===== config.mk =====
export PLATFORM = sky130hd
export DESIGN_NAME = if_fetch_queue
export DESIGN_NICKNAME = d
export VERILOG_FILES = /design/src/rtl/if_fetch_queue.sv
export SDC_FILE = /design/constraint.sdc
export NUM_CORES = 1
export LEC_CHECK = 0
export CORE_UTILIZATION = 47
export DETAILED_ROUTE_END_ITERATION = 10
export HOLD_SLACK_MARGIN = 0.08
export PLACE_DENSITY_LB_ADDON = 0.15
export SLEW_MARGIN = 20
export SYNTH_ARGS = -nofsm -noshare
export SYNTH_HDL_FRONTEND = slang
export SYNTH_SLANG_ARGS = --single-unit

===== constraint.sdc =====
create_clock -name cpu_clk -period 6.73 [get_ports cpu_clk]
set_input_delay 0.673 -clock cpu_clk [delete_from_list [all_inputs] [get_ports cpu_clk]]
set_output_delay 0.673 -clock cpu_clk [all_outputs]
set_load 0.005 [all_outputs]

===== src/rtl/if_fetch_queue.sv =====
// Instruction-fetch stage: sequential PC issue to a 1-cycle ROM, small {pc, inst} queue toward ID.
// Optional FETCH_PERF_CNT_EN adds bubble and flush counters.
module if_fetch_queue #(
  parameter logic [31:0] RESET_PC = 32'h0000_0000,
  parameter int          DEPTH    = 2,
  parameter logic [31:0] NOP_INST = 32'h0000_0013
) (
  input  logic        cpu_clk,
  input  logic        cpu_rst,
  output logic        irom_req,
  output logic [31:0] irom_addr,
  input  logic [31:0] irom_rdata,
  input  logic        redirect_valid,
  input  logic [31:0] redirect_pc,
  output logic        id_valid,
  input  logic        id_ready,
  output logic [31:0] id_pc,
`ifdef FETCH_PERF_CNT_EN
  output logic [31:0] perf_bubble_cnt,
  output logic [31:0] perf_flush_cnt,
`endif
  output logic [31:0] id_inst
);

  localparam int PW = $clog2(DEPTH);
  localparam int CW = $clog2(DEPTH + 1);

  logic [31:0]   pc_q;
  logic          inflight;
  logic [31:0]   inflight_pc;
  logic [PW-1:0] rd_ptr;
  logic [PW-1:0] wr_ptr;
  logic [CW-1:0] count;
  logic [31:0]   q_pc   [DEPTH];
  logic [31:0]   q_inst [DEPTH];

  logic          pop;
  logic          push;
  logic          issue;
  logic [CW:0]   occupancy;

  // Slots already promised: queued entries plus the word arriving from the ROM.
  assign occupancy = {1'b0, count} + (CW + 1)'(inflight);

  assign id_valid  = ~cpu_rst & (count != '0);
  assign id_pc     = id_valid ? q_pc[rd_ptr]   : 32'h0000_0000;
  assign id_inst   = id_valid ? q_inst[rd_ptr] : NOP_INST;

  assign pop       = id_valid & id_ready & ~redirect_valid;
  assign push      = ~cpu_rst & inflight & ~redirect_valid;
  assign issue     = ~cpu_rst & ~redirect_valid &
                     ((occupancy < (CW + 1)'(DEPTH)) | pop);

  assign irom_req  = issue;
  assign irom_addr = pc_q;

  always_ff @(posedge cpu_clk) begin
    if (cpu_rst) begin
      pc_q        <= RESET_PC;
      inflight    <= 1'b0;
      inflight_pc <= 32'h0000_0000;
      count       <= '0;
      rd_ptr      <= '0;
      wr_ptr      <= '0;
    end else if (redirect_valid) begin
      // Flush everything, including the ROM word returning this cycle.
      pc_q     <= redirect_pc;
      inflight <= 1'b0;
      count    <= '0;
      rd_ptr   <= '0;
      wr_ptr   <= '0;
    end else begin
      inflight <= issue;
      if (issue) begin
        pc_q        <= pc_q + 32'd4;
        inflight_pc <= pc_q;
      end
      if (push) wr_ptr <= wr_ptr + PW'(1);
      if (pop)  rd_ptr <= rd_ptr + PW'(1);
      case ({push, pop})
        2'b10:   count <= count + CW'(1);
        2'b01:   count <= count - CW'(1);
        default: count <= count;
      endcase
    end
  end

  always_ff @(posedge cpu_clk) begin
    if (push) begin
      q_pc[wr_ptr]   <= inflight_pc;
      q_inst[wr_ptr] <= irom_rdata;
    end
  end

`ifdef FETCH_PERF_CNT_EN
  always_ff @(posedge cpu_clk) begin
    if (cpu_rst) begin
      perf_bubble_cnt <= 32'd0;
      perf_flush_cnt  <= 32'd0;
    end else begin
      if (!redirect_valid && !id_valid) perf_bubble_cnt <= perf_bubble_cnt + 32'd1;
      if (redirect_valid)               perf_flush_cnt  <= perf_flush_cnt + 32'd1;
    end
  end
`endif

endmodule


==> flow_summary.yaml, run 1 <==
floorplanning:
  core-area_um2: 16800
  die_h_um: 134
  die-width_um: 134
  fp-row-count: 47
  die_area_um2: 18000
  ioPinCount: 166
  start_util_pct: 48.7
global_route:
  grt_pass1_vias: 5472
  grt_max_degree: 69
  grt_pass1_wl_um: 28000
  grt_overflow: 0
  track_usage_pct: 20.2
  antenna_found_initial: 0
outcome:
  status: "finished, final reports clean"
power:
  leakagePower_nw: 3.55
  peakVddDrop_v: 0.000184
  powerDensity_nw_per_um2: 238
clock_tree:
  h-tree-depth: 4
  cts-root-buf: "clkbuf_16"
  clkLatencyLatePin_ns: 0.42
  clk_path_buf_depth: 2
  cts_sinks: 198
  postCtsSetupRepairBufs: 0
  ctsResizeCount: 0
  cts-hold-fix-buffers: 0
  cts_tree: "built"
  clkTransAtPathRegs_ns: 0.06
  cts_inserted_buffers: 17
route:
  ant_nets: 0
  drc: 0
  dr_wl_met2_um: 7850
  wl_met1_um: 8320
  drtIter0Drc: 375
  viasPerCell: 5.26
  drtPass1Iterations: 5
  vias: 5531
  routedWlPerCell_um: 16.7
  wl_um: 17600
  met3_wirelength_um: 1200
  highest_layer: "met4"
critical_path:
  startpoint_type: "primary input"
  crit_arrival_ns: 3.16
  critPathKind: "primary input to output port"
  cp_max_fo: 68
  cp_data_required_time_ns: 6.06
  cp-end-kind: "output port"
hold_path:
  min_path_type: "flip-flop to flip-flop"
layout:
  final_net_count: 889
  layout_common_cells: "clkdlybuf4s50_1, edfxtp_1, nor2_1"
  seqCellArea_um2: 5250
  syn2layout_area_growth_pct: 29.3
  n_antenna_cell: 0
  layout-drive-gt1-share_pct: 7.09
  stdcell_area_um2: 10600
  fillers: 1345
  final_common_cell: "clkdlybuf4s50_1"
  multi_input_area_um2: 2730
timing:
  timing.final.crit_share_pct: 56.9
  worst_clock_skew_ns: 0.00613
  finalSetupViolations: 0
  rsz0062_at_grt: "false"
  finalHoldViolCount: 0
  worst-slew-pin-transition_ns: 1.13
  relSlewSlack_pct: 24.7
  finalSetupTns_ns: 0
  drv_slew: 0
  max_clock_freq_ghz: 0.261
  post-route-min-period_ns: 3.83
place:
  numPortBuffers: 165
  placed_area_um2: 9990
  place_congestion: 0.803
  dpl.hpwl_um: 11300
synth:
  synth_fa_ha_area_share_pct: 0.306
  synthXorXnorAreaFrac_pct: 3.32
  yosys.area_share.simple_pct: 14.4
  yosys_warnings: 0
  ys_ff_latch: 198
  syn-num-nets: 742
  synth.distinct_cells: 43
  synth_top_family_by_area: "simple AND/OR/NAND/NOR gates"
  muxShareOfSynthArea_pct: 9.05
  syn_area_um2: 8190
  ys_seq_area_share_pct: 64.1
  synth_compound_area_share_pct: 6.01
  netlist_instances: 672
  syn_avg_cell_area_um2: 12.2
job:
  drv_cap: 0
==> registers in the layout (all words and copies together), names as in the netlist, named ones only <==
signal,count
irom_addr,32
inflight_pc,32
inflight,1
q_pc,64
wr_ptr,1
q_inst,64
count,2
rd_ptr,1
==> cell type report <==
type | instances | share of cell area [%]
clock buffer | 19 | 4.09
sequential | 198 | 49.6
timing repair buffer | 170 | 15.9
tap | 220 | 2.60
multi-input combinational | 416 | 25.8
inverter | 16 | 0.568
clock inverter | 13 | 1.48
==> kinds of logic after synthesis <==
kind of cell | after synthesis
and+or+nand+nor | 236
xor gates and xnor gates | 31
muxes | 74
AOI/OAI and AO/OA | 73
adders and majority gates | 2
buffers and inverters | 58
DFF | 198
==> synth_stat cells (all sizes together) <==
cell | number | area (um^2)
nor3b | 5 | 37.5
nand2 | 72 | 270
or2 | 2 | 12.5
and2 | 2 | 12.5
edfxtp | 128 | 3840
o211ai | 3 | 22.5
inv | 16 | 60.1
ha | 2 | 25.0
nor3 | 6 | 30.0
or3 | 2 | 12.5
a211oi | 1 | 7.51
o21a | 10 | 75.1
nand3b | 24 | 180
o31a | 4 | 35.0
and4 | 5 | 43.8
xnor2 | 22 | 193
o211a | 1 | 10.0
o2111ai | 4 | 35.0
a21oi | 31 | 159
clkbuf | 25 | 93.8
nor2 | 87 | 327
and3 | 5 | 31.3
nand4 | 3 | 33.8
o22ai | 10 | 100
nand3 | 10 | 55.1
mux2i | 74 | 741
xor2 | 9 | 78.8
buf | 17 | 81.3
a21o | 1 | 7.51
nor2b | 1 | 6.26
dfxtp | 70 | 1400
o21ai | 8 | 40.0
and4bb | 1 | 12.5
nor4 | 11 | 113
==> path summary, 6_finish.rpt <==
path                         from            end  slack, ns  cells after the start
setup reg to reg         count[0]  irom_addr[21]       4.60                      5
hold / removal    inflight_pc[20]    q_pc[0][20]       0.46                      0
hold reg to reg   inflight_pc[20]    q_pc[0][20]       0.46                      0
setup / recovery          cpu_rst     id_inst[4]       2.90                      7
==> per-stage QoR <==
stage	util, %	total power, mW	instances	hold WS, ns	worst slack [ns]
2_1_floorplan	-	1.44	672	0.425	2.47
3_3_place_gp	59.4	1.54	1020	0.436	2.94
3_5_place_dp	59.4	1.54	1020	0.441	2.85
4_1_cts	62.9	2.54	1052	0.456	2.87
5_1_grt	62.9	2.60	1052	0.473	2.71
6_report	62.9	2.52	1052	0.458	2.90
==> power breakdown <==
part | leakage (nW) | switching, mW | internal [mW]
clock | 0.277 | 0.422 | 0.583
combinational | 1.53 | 0.0687 | 0.0921
sequential | 1.75 | 0.0344 | 1.32
total | 3.55 | 0.525 | 2.00
==> metal layers <==
metal  vias to the layer above  global-route usage, %
met5                         -                      0
met4                         0                   5.93
met1                      2601                   28.6
li1                       2694                      -
met2                       218                   31.0
met3                        18                   4.57
==> worst max-delay path, stage by stage <==
cell	delay [ns]
buf_2	0.08
buf_4	0.53
or2_2	0.59
buf_4	0.46
inv_1	0.17
nand2_1	0.09
clkdlybuf4s50_1	0.51
No activity file was read; power rests on OpenSTA's default activity.
==> inputs of run 2 (changes only) <==
==> constraint.sdc (replaced) <==
create_clock -name cpu_clk -period 3.95 [get_ports cpu_clk]
set_input_delay 0.395 -clock cpu_clk [delete_from_list [all_inputs] [get_ports cpu_clk]]
set_output_delay 0.395 -clock cpu_clk [all_outputs]
set_load 0.005 [all_outputs]
==> flow_summary.yaml, run 2 (same netlist as run 1, synthesis figures left out) <==
job:
  drv_cap: 0
floorplanning:
  fp-row-count: 47
  start_util_pct: 48.7
  die-width_um: 134
  ioPinCount: 166
  core-area_um2: 16800
  die_h_um: 134
  die_area_um2: 18000
layout:
  final_core_util_pct: 63.2
  layout-drive-gt1-share_pct: 7.43
  syn2layout_area_growth_pct: 29.8
  top_regs: "q_inst x64, q_pc x64"
  layout_common_cells: "clkdlybuf4s50_1, edfxtp_1, nor2_1"
  final_common_cell: "clkdlybuf4s50_1"
  fillers: 1305
  stdcell_count: 1055
  n_antenna_cell: 0
  final_net_count: 892
  stdcell_area_um2: 10600
route:
  routedWlPerCell_um: 16.5
  viasPerCell: 5.23
  wl_um: 17400
  drc: 0
  vias: 5516
  drtPass1Iterations: 5
  drtIter0Drc: 316
  ant_nets: 0
place:
  dp_cells: 1023
  numPortBuffers: 165
  place_congestion: 0.800
  placed_area_um2: 10000
  dpl.hpwl_um: 11000
  pre_cts_ws_ns: 1.37
timing:
  rsz0062_at_grt: "false"
  timing.final.crit_share_pct: 72.3
  post-route-min-period_ns: 2.86
  finalHoldViolCount: 0
  hold_slack_ns: 0.451
  max_clock_freq_ghz: 0.350
  worst-slew-pin-transition_ns: 0.911
  worst_clock_skew_ns: 0.00561
  fin_ws_ns: 1.09
  drv_slew: 0
  relSlewSlack_pct: 39.3
  finalSetupTns_ns: 0
  finalSetupViolations: 0
clock_tree:
  postCtsSetupRepairBufs: 0
  clkTransAtPathRegs_ns: 0.07
  ctsResizeCount: 0
  cts-root-buf: "clkbuf_16"
  cts-hold-fix-buffers: 0
  clk_path_buf_depth: 2
  h-tree-depth: 4
  cts_sinks: 198
  cts_inserted_buffers: 17
  cts_tree: "built"
  clkLatencyLatePin_ns: 0.42
power:
  swShare_pct: 20.9
  power_frac_clock_pct: 39.7
  leakagePower_nw: 3.59
  total_power_mw: 4.29
  combPwrFrac_pct: 6.5
  seq_power_share_pct: 53.8
  power.switching_uw: 896
  peakVddDrop_v: 0.000319
  intPower_mw: 3.40
  powerDensity_nw_per_um2: 404
critical_path:
  cpLargestDelayFamily: "flip-flops"
  startpoint_type: "flip-flop"
  critPathBufInv: 2
  cp_max_fo: 51
  cp_data_required_time_ns: 3.56
  crit_arrival_ns: 2.46
  max_stage_delay_ns: 0.94
  r2r_start: "count[0]"
  crit_slowest_cell: "dfxtp_4"
  reg2reg_depth: 5
  crit_chain: "buf_4, mux2i_1, nor2_1, clkdlybuf4s50_1"
  critPathKind: "flip-flop to output port"
  cp_num_cells: 4
  cp-end-kind: "output port"
global_route:
  grt_pass1_vias: 5274
  grt_pass1_wl_um: 27400
  grt_max_degree: 68
  track_usage_pct: 19.8
  grt_overflow: 0
  antenna_found_initial: 1
hold_path:
  worstHoldStart: "inflight_pc[24]"
  hold_depth: 0
  min_path_type: "flip-flop to flip-flop"
outcome:
  status: "finished, final reports clean"
[run 2: cell types whose count changed in the layout (fill, tap and decap cells not counted), sizes merged]
| cell | previous run | this run |
|---|---|---|
| inv | 17 | 18 |
| buf | 7 | 10 |
| bufinv | 3 | 1 |
| clkinvlp | 4 | 0 |
| clkbuf | 19 | 24 |
[run 2: routing by layer]
metal,wire length [um],vias up,track usage (%)
met3,1420,15,4.20
met5,13,-,0
met2,7720,235,30.4
li1,-,2691,-
met4,159,2,6.82
met1,8130,2573,27.9
[run 2: cell type report]
class                           instances  area, um^2  area share, %
Tap cell                              220         275           2.59
Multi-Input combinational cell        416        2730           25.7
Clock buffer                           24         514           4.84
Inverter                               16        60.1          0.565
Timing Repair Buffer                  173        1710           16.1
Sequential cell                       198        5250           49.4
Clock inverter                          8        83.8          0.789
[run 2: power groups by stage]
stage	registers (mW)	logic (mW)	clock network, mW
global route	2.31	0.300	1.81
CTS	2.31	0.278	1.74
finish	2.31	0.277	1.70
detailed placement	2.35	0.275	0
global placement	2.35	0.271	0
floorplan	2.34	0.124	0
[run 2: final timing paths]
| check | end | slack [ns] |
|---|---|---|
| min | q_pc[0][24] | 0.45 |
| max reg2reg | irom_addr[21] | 1.72 |
| min reg2reg | q_pc[0][24] | 0.45 |
| max | id_inst[29] | 1.09 |
==> inputs of run 3 (changes only) <==
--- a/config.mk
+++ b/config.mk
@@ -5,7 +5,7 @@
 export SDC_FILE = /design/constraint.sdc
 export NUM_CORES = 1
 export LEC_CHECK = 0
-export CORE_UTILIZATION = 47
+export CORE_UTILIZATION = 46
 export DETAILED_ROUTE_END_ITERATION = 10
 export HOLD_SLACK_MARGIN = 0.08
 export PLACE_DENSITY_LB_ADDON = 0.15
==> constraint.sdc (replaced) <==
create_clock -name cpu_clk -period 2.3 [get_ports cpu_clk]
set_input_delay 0.23 -clock cpu_clk [delete_from_list [all_inputs] [get_ports cpu_clk]]
set_output_delay 0.23 -clock cpu_clk [all_outputs]
set_load 0.005 [all_outputs]
==> flow_summary.yaml, run 3 (same netlist as run 1, synthesis figures left out) <==
route:
  routedWlPerCell_um: 16.4
  drc: 0
  wl_um: 17700
  ant_nets: 0
  drtIter0Drc: 258
  drtPass1Iterations: 4
  vias: 5566
  viasPerCell: 5.15
critical_path:
  cp-end-kind: "output port"
  max_stage_delay_ns: 0.52
  crit_arrival_ns: 1.99
  cp_max_fo: 24
  crit_chain: "nor2_1, or2_4, buf_12, nor2_1, clkdlybuf4s50_1"
  cpMostUsedCell: "nor2_1"
  crit_slowest_cell: "clkdlybuf4s50_1"
  critPathKind: "flip-flop to output port"
  startpoint_type: "flip-flop"
  cp_data_required_time_ns: 2.07
timing:
  hold_slack_ns: 0.189
  fin_ws_ns: 0.0766
  finalSetupViolations: 0
  rsz0062_at_grt: "false"
  finalHoldViolCount: 0
  timing.final.crit_share_pct: 96.7
  post-route-min-period_ns: 2.22
  worst_clock_skew_ns: 0.0133
  drv_slew: 0
  finalSetupTns_ns: 0
  worst-slew-pin-transition_ns: 0.610
  relSlewSlack_pct: 59.4
  max_clock_freq_ghz: 0.450
power:
  powerDensity_nw_per_um2: 668
  total_power_mw: 7.27
  peakVddDrop_v: 0.000538
  leakagePower_nw: 3.79
floorplanning:
  ioPinCount: 166
  fp-row-count: 48
  core-area_um2: 17400
  start_util_pct: 47.2
  die_h_um: 135
  die-width_um: 135
  die_area_um2: 18300
clock_tree:
  cts_tree: "built"
  clkTransAtPathRegs_ns: 0.07
  h-tree-depth: 4
  clk_path_buf_depth: 2
  cts_inserted_buffers: 17
  cts-root-buf: "clkbuf_16"
  cts_sinks: 198
  cts-hold-fix-buffers: 0
  clkLatencyLatePin_ns: 0.42
global_route:
  grt_pass1_vias: 5319
  antenna_found_initial: 1
  grt_overflow: 0
  track_usage_pct: 20.1
  grt_pass1_wl_um: 27900
  grt_max_degree: 65
outcome:
  status: "finished, final reports clean"
place:
  pre_cts_ws_ns: 0.180
  place_congestion: 0.797
  placed_area_um2: 10200
  dpl.hpwl_um: 12000
  numPortBuffers: 165
layout:
  top_regs: "q_inst x64, q_pc x64"
  multi_input_area_um2: 2730
  final_net_count: 911
  seqCellArea_um2: 5250
  stdcell_area_um2: 10900
  syn2layout_area_growth_pct: 32.9
  fillers: 1380
  layout_common_cells: "clkdlybuf4s50_1, edfxtp_1, nor2_1"
  final_common_cell: "clkdlybuf4s50_1"
  layout-drive-gt1-share_pct: 10.1
job:
  drv_cap: 0
hold_path:
  min_path_type: "primary input to flip-flop"
## run 3: cell count changes in the layout (fill, tap and decap cells not counted), sizes merged
| cell | change |
|---|---|
| buf | +19 |
| bufinv | -1 |
| clkbuf | -5 |
| diode | +1 |
| dlymetal6s2s | +4 |
| inv | +6 |
| clkdlybuf4s50 | -4 |
## run 3: final timing paths
check	start	end	slack, ns	cells past startpoint
setup / recovery	count[1]	id_inst[22]	0.08	5
setup reg to reg	irom_addr[3]	irom_addr[28]	0.36	6
hold / removal	redirect_valid	count[1]	0.19	3
hold reg to reg	inflight_pc[3]	q_pc[0][3]	0.46	0
## run 3: worst max-delay path: cells and delay by family (launching register included)
| kind | cells | cell delay (ns) |
|---|---|---|
| buffers and inverters | 2 | 0.70 |
| and+or+nand+nor | 3 | 0.48 |
| DFF | 1 | 0.38 |
## run 3: where the power goes
| part | switching (mW) | total, mW | internal (mW) |
|---|---|---|---|
| clock | 1.30 | 2.81 | 1.51 |
| combinational | 0.219 | 0.506 | 0.288 |
| sequential | 0.0852 | 3.95 | 3.86 |
## run 3: repair_timing
action | 4_1_cts | 5_1_grt
setup endpoints to repair | 56 | 6
gates cloned | 1 | 0
resized for setup | 5 | 5
buffers inserted | 2 | 0
pin swaps | 1 | 1
## run 3: cell type report
class	count	area share [%]
Sequential cell	198	48.3
Multi-Input combinational cell	416	25.1
Timing Repair Buffer	192	18.2
Clock buffer	19	4.27
Tap cell	225	2.59
Clock inverter	13	0.978
Inverter	16	0.552
Antenna cell	1	0.0230
## run 3: routing by layer
metal / track usage [%] / vias to the layer above / routed length, um
met5: 0 / - / 0
met4: 6.05 / 0 / 135
met3: 4.86 / 11 / 1090
met2: 30.6 / 200 / 7990
met1: 28.4 / 2616 / 8460
li1: - / 2739 / -
## run 3: per-stage QoR
step	util (%)	std cells
after floorplan	-	672
after global placement	58.9	1044
after detailed placement	58.9	1044
after CTS	62.6	1079
after global routing	62.7	1079
final	62.7	1080
